$ cat config.mk
export PLATFORM = sky130hd
export DESIGN_NAME = lib_switch_allocator_onehot
export DESIGN_NICKNAME = d
export VERILOG_FILES = /design/src/rtl/lib_switch_allocator_onehot_pkg.sv /design/src/rtl/lib_switch_allocator_onehot_rr_arbiter.sv /design/src/rtl/lib_switch_allocator_onehot.sv
export SDC_FILE = /design/constraint.sdc
export NUM_CORES = 1
export LEC_CHECK = 0
export ABC_AREA = 1
export CAP_MARGIN = 20
export CORE_UTILIZATION = 35
export CTS_BUF_LIST = sky130_fd_sc_hd__clkbuf_8
export DETAILED_ROUTE_END_ITERATION = 8
export PLACE_DENSITY_LB_ADDON = 0.2
export SLEW_MARGIN = 20
export SYNTH_ARGS = -nofsm -noshare
export SYNTH_HDL_FRONTEND = slang
export SYNTH_HIERARCHICAL = 1
export SYNTH_SLANG_ARGS = --single-unit
$ cat constraint.sdc
create_clock -name clk -period 3.4 [get_ports clk]
set_clock_uncertainty 0.2 [all_clocks]
set_input_delay 0.68 -clock clk [delete_from_list [all_inputs] [get_ports clk]]
set_output_delay 0.68 -clock clk [all_outputs]
set_load 0.02 [all_outputs]
$ cat src/rtl/lib_switch_allocator_onehot_pkg.sv
// Shared types and helpers for the one-hot switch allocator.
//   alloc_state_t : per-output lock state (idle / locked to an owner)
//   alloc_vec_t   : wide [0:MAX-1] vector, index 0 is the MSB, matching the
//                   [0:N-1] ordering of the crossbar select bus
//   onehot_to_bin / bin_to_onehot : index <-> one-hot conversion in that ordering
package lib_switch_allocator_onehot_pkg;

    localparam int unsigned ALLOC_MAX_N = 32;

    typedef enum logic {
        ALLOC_IDLE   = 1'b0,
        ALLOC_LOCKED = 1'b1
    } alloc_state_t;

    typedef logic [0:ALLOC_MAX_N-1] alloc_vec_t;

    // Expects at most one bit set; returns 0 for an all-zero vector.
    function automatic int unsigned onehot_to_bin(input alloc_vec_t vec);
        int unsigned idx;
        idx = 0;
        for (int unsigned i = 0; i < ALLOC_MAX_N; i++) begin
            if (vec[i]) idx = i;
        end
        return idx;
    endfunction

    function automatic alloc_vec_t bin_to_onehot(input int unsigned idx);
        alloc_vec_t vec;
        vec = '0;
        for (int unsigned i = 0; i < ALLOC_MAX_N; i++) begin
            vec[i] = (i == idx);
        end
        return vec;
    endfunction

endpackage

$ cat src/rtl/lib_switch_allocator_onehot_rr_arbiter.sv
// Combinational round-robin arbiter.
//   req : [0:N-1] request vector
//   ptr : index with the highest priority this cycle
//   gnt : [0:N-1] one-hot grant, first requester at or after ptr, wrapping N-1 -> 0
module rr_arbiter #(
    parameter  int N  = 4,
    localparam int PW = $clog2(N)
) (
    input  logic [0:N-1]  req,
    input  logic [PW-1:0] ptr,
    output logic [0:N-1]  gnt
);

    // Two passes: first the upper part [ptr..N-1], then the wrapped part [0..ptr-1].
    always_comb begin
        logic found;
        gnt   = '0;
        found = 1'b0;
        for (int i = 0; i < N; i++) begin
            if (!found && req[i] && (i >= int'(ptr))) begin
                gnt[i] = 1'b1;
                found  = 1'b1;
            end
        end
        for (int i = 0; i < N; i++) begin
            if (!found && req[i]) begin
                gnt[i] = 1'b1;
                found  = 1'b1;
            end
        end
    end

endmodule

$ cat src/rtl/lib_switch_allocator_onehot.sv
// Per-output one-hot input-select generator for an NxM one-hot crossbar.
// Each output has a round-robin arbiter and a lock FSM; a granted input keeps
// the output until it sends its tail word or stops requesting that output.
//   clk, reset_n : clock, async active-low reset
//   ce           : clock enable, all state frozen when low
//   i_req        : [0:N-1][0:M-1] request of input n for output m
//   i_tail       : [0:N-1] input n's current word is its packet's last word
//   o_sel        : [0:M-1][0:N-1] crossbar select, decoded from state flops only
//   o_grant      : [0:N-1] input n owns some output, decoded from state flops only
//
// state        | meaning
// ALLOC_IDLE   | output free; arbitrate among requesters starting at ptr
// ALLOC_LOCKED | output owned by owner_q; o_sel[m] = onehot(owner_q)
module lib_switch_allocator_onehot
    import lib_switch_allocator_onehot_pkg::*;
#(
    parameter int N = 4,
    parameter int M = 4
) (
    input  logic                 clk,
    input  logic                 reset_n,
    input  logic                 ce,
    input  logic [0:N-1][0:M-1]  i_req,
    input  logic [0:N-1]         i_tail,
    output logic [0:M-1][0:N-1]  o_sel,
    output logic [0:N-1]         o_grant
);

    localparam int PW = $clog2(N);

    logic [0:N-1][0:M-1] req_san;
    logic [0:M-1][0:N-1] col_req;
    logic [0:M-1][0:N-1] arb_gnt;

    alloc_state_t  state_q [M];
    alloc_state_t  state_d [M];
    logic [PW-1:0] owner_q [M];
    logic [PW-1:0] owner_d [M];
    logic [PW-1:0] ptr_q   [M];
    logic [PW-1:0] ptr_d   [M];

    function automatic logic [PW-1:0] wrap_inc(input logic [PW-1:0] v);
        return (v == PW'(N - 1)) ? '0 : v + 1'b1;
    endfunction

    // Keep only the lowest-index output per input, then transpose per output.
    always_comb begin
        logic taken;
        req_san = '0;
        col_req = '0;
        taken   = 1'b0;
        for (int n = 0; n < N; n++) begin
            taken = 1'b0;
            for (int m = 0; m < M; m++) begin
                if (i_req[n][m] && !taken) begin
                    req_san[n][m] = 1'b1;
                    taken         = 1'b1;
                end
            end
        end
        for (int m = 0; m < M; m++) begin
            for (int n = 0; n < N; n++) begin
                col_req[m][n] = req_san[n][m];
            end
        end
    end

    for (genvar m = 0; m < M; m++) begin : g_arb
        rr_arbiter #(.N(N)) u_arb (
            .req (col_req[m]),
            .ptr (ptr_q[m]),
            .gnt (arb_gnt[m])
        );
    end

    always_ff @(posedge clk or negedge reset_n) begin
        if (!reset_n) begin
            for (int m = 0; m < M; m++) begin
                state_q[m] <= ALLOC_IDLE;
                owner_q[m] <= '0;
                ptr_q[m]   <= '0;
            end
        end else begin
            for (int m = 0; m < M; m++) begin
                state_q[m] <= state_d[m];
                owner_q[m] <= owner_d[m];
                ptr_q[m]   <= ptr_d[m];
            end
        end
    end

    // A locked output always passes through IDLE for one cycle on release,
    // so re-arbitration only ever happens from the IDLE state.
    always_comb begin
        alloc_vec_t gnt_w;
        logic       own_req;
        gnt_w   = '0;
        own_req = 1'b0;
        for (int m = 0; m < M; m++) begin
            state_d[m] = state_q[m];
            owner_d[m] = owner_q[m];
            ptr_d[m]   = ptr_q[m];
            gnt_w          = '0;
            gnt_w[0:N-1]   = arb_gnt[m];
            own_req        = req_san[owner_q[m]][m];
            if (ce) begin
                case (state_q[m])
                    ALLOC_IDLE: begin
                        if (|col_req[m]) begin
                            state_d[m] = ALLOC_LOCKED;
                            owner_d[m] = PW'(onehot_to_bin(gnt_w));
                        end
                    end
                    ALLOC_LOCKED: begin
                        // Abort on withdrawal, normal release on tail transfer.
                        if (!own_req || i_tail[owner_q[m]]) begin
                            state_d[m] = ALLOC_IDLE;
                            ptr_d[m]   = wrap_inc(owner_q[m]);
                        end
                    end
                    default: state_d[m] = ALLOC_IDLE;
                endcase
            end
        end
    end

    always_comb begin
        o_sel   = '0;
        o_grant = '0;
        for (int m = 0; m < M; m++) begin
            for (int n = 0; n < N; n++) begin
                o_sel[m][n] = (state_q[m] == ALLOC_LOCKED) && (owner_q[m] == PW'(n));
            end
        end
        for (int n = 0; n < N; n++) begin
            for (int m = 0; m < M; m++) begin
                o_grant[n] = o_grant[n] | o_sel[m][n];
            end
        end
    end

endmodule

==> impl_metrics.yaml, run 1 <==
placement:
  portBuffers: 42
  hpwlAfterDp_um: 4670
  routabilityCongestion: 0.847
  place_inst: 463
pwr:
  p_int_uw: 826
  p_switching_uw: 798
  vdd_drop_max_mv: 0.254
  switching_share_pct: 49.1
  p_comb_share_pct: 60.2
  p_leak_uw: 0.00155
  p_seq_share_pct: 30.0
  p_clk_share_pct: 9.8
  powerDensity_nw_per_um2: 606
floorplan:
  die_area_um2: 6390
  start_util_pct: 36.1
  coreArea_um2: 5890
  die_w_um: 80.0
  ios: 43
  die_h_um: 80.0
  row_count: 28
hold_path:
  hp-class: "reg2reg"
clocking:
  post_cts_buffers: 0
  h-tree-depth: 1
  ctsHoldBuffers: 0
  cts_root_buffer: "clkbuf_8"
  post_cts_resized: 0
  cts.sinks: 20
  cts_tree: "done"
  path_clk_slew_ps: 70
  cts_buffer_depth: 2
  cts_buffers: 3
  insertion_delay_ps: 260
worst_setup_path:
  worstSetupPathType: "reg2out"
  arrival_ps: 1850
  cp-startpoint: "owner_q[4]"
  reg2regPathDepth: 11
  cp_data_required_time_ps: 2520
  cp-start-kind: "register"
  crit_end: "o_grant[0]"
  crit_fanout: 7
  endpoint_kind: "output port"
  r2r_start: "ptr_q[1]"
  reg2reg_slack_ps: 1880
  worstReg2RegEnd: "owner_q[0]"
sta:
  fmax_ghz: 0.367
  fin_crit_sh_pct: 80.2
  relSlewSlack_pct: 58.9
  hold_ws_ps: 303
  finalSetupViolations: 0
  tightest_slew_ps: 615
  fin_crit_ps: 2730
  hold_viol_final: 0
  final_max_slew_viol_count: 0
  rsz0062_at_grt: "false"
  setup_tns_ps: 0
routing:
  routedWlPerCell_um: 12.1
  detail_route.vias_per_cell: 4.74
  ant_nets: 0
  drc_errors: 0
  drtPass1Iterations: 4
  vias: 2208
  routed_wl_um: 5640
  drt-initial-drc-count: 100
global_route:
  grtUsageTotal_pct: 19.2
  grt_max_degree: 21
  antenna_found_initial: 0
  overflow: 0
  grt_pass1_wl_um: 9480
  grt_pass1_vias: 2042
cells_and_area:
  syn_to_final_growth_pct: 25.9
  drive_gt1_share_pct: 12.0
  antennaDiodeCount: 0
  nets: 432
  fin_cells: 466
run:
  maxCapViolCount: 0
yosys:
  yosys_warnings: 6
  syn-cell-area_um2: 2130
  avgSynthCellArea_um2: 6.15
  syn_nets: 385
  synthCells: 346
run_status:
  status: "finished, final reports clean"
## through the flow
step	total power [uW]	setup WS, ps	utilization (%)	cell area, um2
final	1620	674	45.5	2680
after global routing	1810	544	45.5	2680
after CTS	1640	648	45.5	2680
after detailed placement	1470	748	44.8	2640
after global placement	1460	804	44.8	2640
after floorplan	1080	1520	-	2130
## layer usage
layer  vias to the layer above  GRT usage, %  wire length, um
li1                       1147             -                -
met1                      1005          25.8             2610
met2                        54          32.9             2640
met3                         2          2.40              369
met4                         0          3.75               24
met5                         -             0                0
## power groups by stage
stage / sequential, uW / clock (uW) / combinational [uW]
after floorplan: 454 / 0 / 626
after detailed placement: 493 / 0 / 981
after global routing: 513 / 181 / 1110
after global placement: 490 / 0 / 974
after CTS: 488 / 166 / 987
final: 487 / 159 / 979
## worst min-delay path by stage
stage / startpoint / end / slack (ps) / depth (start not counted)
floorplan: reset_n / owner_q[0] / 180 / 0
global placement: ptr_q[4] / ptr_q[4] / 290 / 2
detailed placement: ptr_q[4] / ptr_q[4] / 290 / 2
CTS: ptr_q[4] / ptr_q[4] / 310 / 2
global route: ptr_q[2] / ptr_q[2] / 350 / 2
finish: ptr_q[4] / ptr_q[4] / 300 / 2
## critical path, cell delays in order, from the launching register on
cell and delay, ps:
dfrtp_1 450, inv_1 160, ha_1 160, nand2_1 100
nand4_1 110, clkdlybuf4s50_1 610
## area by class of cell
class	count	area, um2
Timing Repair Buffer	43	428
Fill cell	623	3210
Tap cell	75	93.8
Multi-Input combinational cell	243	1310
Inverter	82	308
Sequential cell	20	500
Clock buffer	3	41.3
## layout by cell type (no fill, tap or decap), drive strengths merged
cell / n
dfrtp: 20
nor2: 42
nand2: 115
nand4: 22
buf: 1
o21ai: 7
or2: 1
nand3: 37
clkdlybuf4s50: 42
ha: 16
a21oi: 2
inv: 82
and2: 1
clkbuf: 3
## sequential cells by signal, summed over array words and instances, names as in the netlist
signal   cells
owner_q      8
ptr_q        8
state_q      4
No activity file was read; power rests on OpenSTA's default activity.
==> run 2: changes to the inputs <==
- clock period: 3.4 -> 2.45 ns (I/O delays scaled with it)
==> run 2 against run 1 <==
  * Count of clock-buffer cells in the layout is the same
  * Setup slack worse by 570 ps
  * Worst hold slack better by 13 ps
  * Via count shrank 0.45%
  * Design area up 3.3%
  * Flip-flop and latch count unchanged
  * Register-to-register slack got worse by 920 ps
  * Sequential power increased by 39%
  * Global-route usage shrank 0.72 points
  * Clock power increased by 43%
  * Sequential share of layout area decreased by 0.41 points
  * Critical path type unchanged
  * Largest power group unchanged
==> impl_metrics.yaml, run 2 (synthesis gave the netlist of run 1 again) <==
clocking:
  cts_buffers: 3
  cts_root_buffer: "clkbuf_8"
  post_cts_buffers: 0
  insertion_delay_ps: 260
  cts_buffer_depth: 2
  h-tree-depth: 1
  path_clk_slew_ps: 80
  cts_tree: "done"
  cts.sinks: 20
worst_setup_path:
  reg2regPathDepth: 9
  endpoint_kind: "output port"
  worst-path-stages: 4
  cp-start-kind: "register"
  cp_data_required_time_ps: 1760
  crit_fanout: 6
  worstPathCellList: "ha_1 -> nand2_1 -> inv_1 -> clkdlybuf4s50_1"
  crit_slowest_cell: "clkdlybuf4s50_1"
  crit_family: "buffers and inverters"
  cp_slowest_stage_delay_ps: 590
  arrival_ps: 1650
  cp.buffers_inverters: 2
  worstSetupPathType: "reg2out"
global_route:
  antenna_found_initial: 0
  overflow: 0
  grt_max_degree: 21
  grtUsageTotal_pct: 18.5
  grt_pass1_wl_um: 9050
  grt_pass1_vias: 2015
floorplan:
  coreArea_um2: 5890
  ios: 43
  row_count: 28
  start_util_pct: 36.1
  die_w_um: 80.0
  die_area_um2: 6390
  die_h_um: 80.0
sta:
  finalSetupViolations: 0
  rsz0062_at_grt: "false"
  setup_tns_ps: 0
  fmax_ghz: 0.427
  fin_crit_ps: 2340
  final_max_slew_viol_count: 0
  tightest_slew_ps: 327
  fin_crit_sh_pct: 95.7
  relSlewSlack_pct: 78.2
  hold_viol_final: 0
routing:
  detail_route.vias_per_cell: 4.64
  drtPass1Iterations: 4
  drt-initial-drc-count: 81
  routedWlPerCell_um: 11.6
  ant_nets: 0
  drc_errors: 0
  routed_wl_um: 5500
  vias: 2198
cells_and_area:
  design_area_um2: 2770
  nets: 440
  layout_commonest_cell: "nand2_1"
  layout_common_cells: "106 x nand2_1, 74 x inv_1, 28 x nand3_1, 27 x nor2_1, 24 x clkdlybuf4s50_1"
  drive_gt1_share_pct: 14.8
  top_regs: "owner_q x8, ptr_q x8, state_q x4"
  antennaDiodeCount: 0
  syn_to_final_growth_pct: 30.1
pwr:
  vdd_drop_max_mv: 0.369
  p_leak_uw: 0.00179
  powerDensity_nw_per_um2: 800
run:
  maxCapViolCount: 0
run_status:
  status: "finished, final reports clean"
hold_path:
  min_path_cells: 2
  hp-class: "reg2reg"
placement:
  routabilityCongestion: 0.855
  post_dp_cell_area_um2: 2700
  hpwlAfterDp_um: 4610
  portBuffers: 42
run 2: cell types whose count changed in the layout (fill, tap and decap cells not counted), sizes merged:
cell / previous run / this run
clkdlybuf4s50: 42 / 24
dlygate4sd2: 0 / 6
buf: 1 / 9
dlymetal6s2s: 0 / 12
run 2: where the power goes:
part / leakage (uW) / switching (uW) / internal [uW]
Combinational: 0.00153 / 793 / 515
Sequential: 0.000244 / 196 / 483
Clock: 0.0000216 / 117 / 110
run 2: tightest hold or removal path: stages, from the launching register on:
cell and delay, ps:
dfrtp_1 370, nand2_1 60, nand2_1 60
run 2: area by class of cell:
class | count | area (um2)
clock buffers | 3 | 41.3
fillers | 613 | 3120
inverters | 82 | 308
multi-input cells | 243 | 1310
flip-flops and latches | 20 | 505
well taps | 75 | 93.8
repair buffers | 51 | 510
run 2: final timing paths:
check	from	end	slack, ps
min in group asynchronous	reset_n	ptr_q[6]	370
max	owner_q[6]	o_sel[12]	110
min	ptr_q[0]	ptr_q[0]	320
max reg2reg	ptr_q[7]	owner_q[6]	960
max in group asynchronous	reset_n	owner_q[2]	1430
min reg2reg	ptr_q[0]	ptr_q[0]	320
run 2: what timing repair did:
action                                  CTS  global route
hold endpoints to repair                  0             0
hold buffers                              0             0
endpoints found under the setup margin    9            13
gates resized for setup                   8            14
run 2: per-stage QoR:
| stage | utilization (%) | total power [uW] | hold slack, ps | instances | setup WS [ps] |
|---|---|---|---|---|---|
| after floorplan | - | 1500 | -5.59 | 346 | 756 |
| final | 47.0 | 2210 | 316 | 474 | 106 |
| after detailed placement | 45.8 | 2060 | 295 | 471 | 94.5 |
| after global routing | 47.0 | 2450 | 345 | 474 | 9.17 |
| after CTS | 46.4 | 2250 | 319 | 474 | 0.587 |
| after global placement | 45.8 | 2050 | 291 | 471 | 139 |
run 2: layer usage:
layer | vias to the layer above | global-route usage (%) | wire length [um]
met4 | 0 | 5.54 | 94
met5 | - | 0 | 0
met1 | 969 | 24.6 | 2650
met3 | 6 | 3.20 | 280
met2 | 50 | 30.4 | 2480
li1 | 1173 | - | -
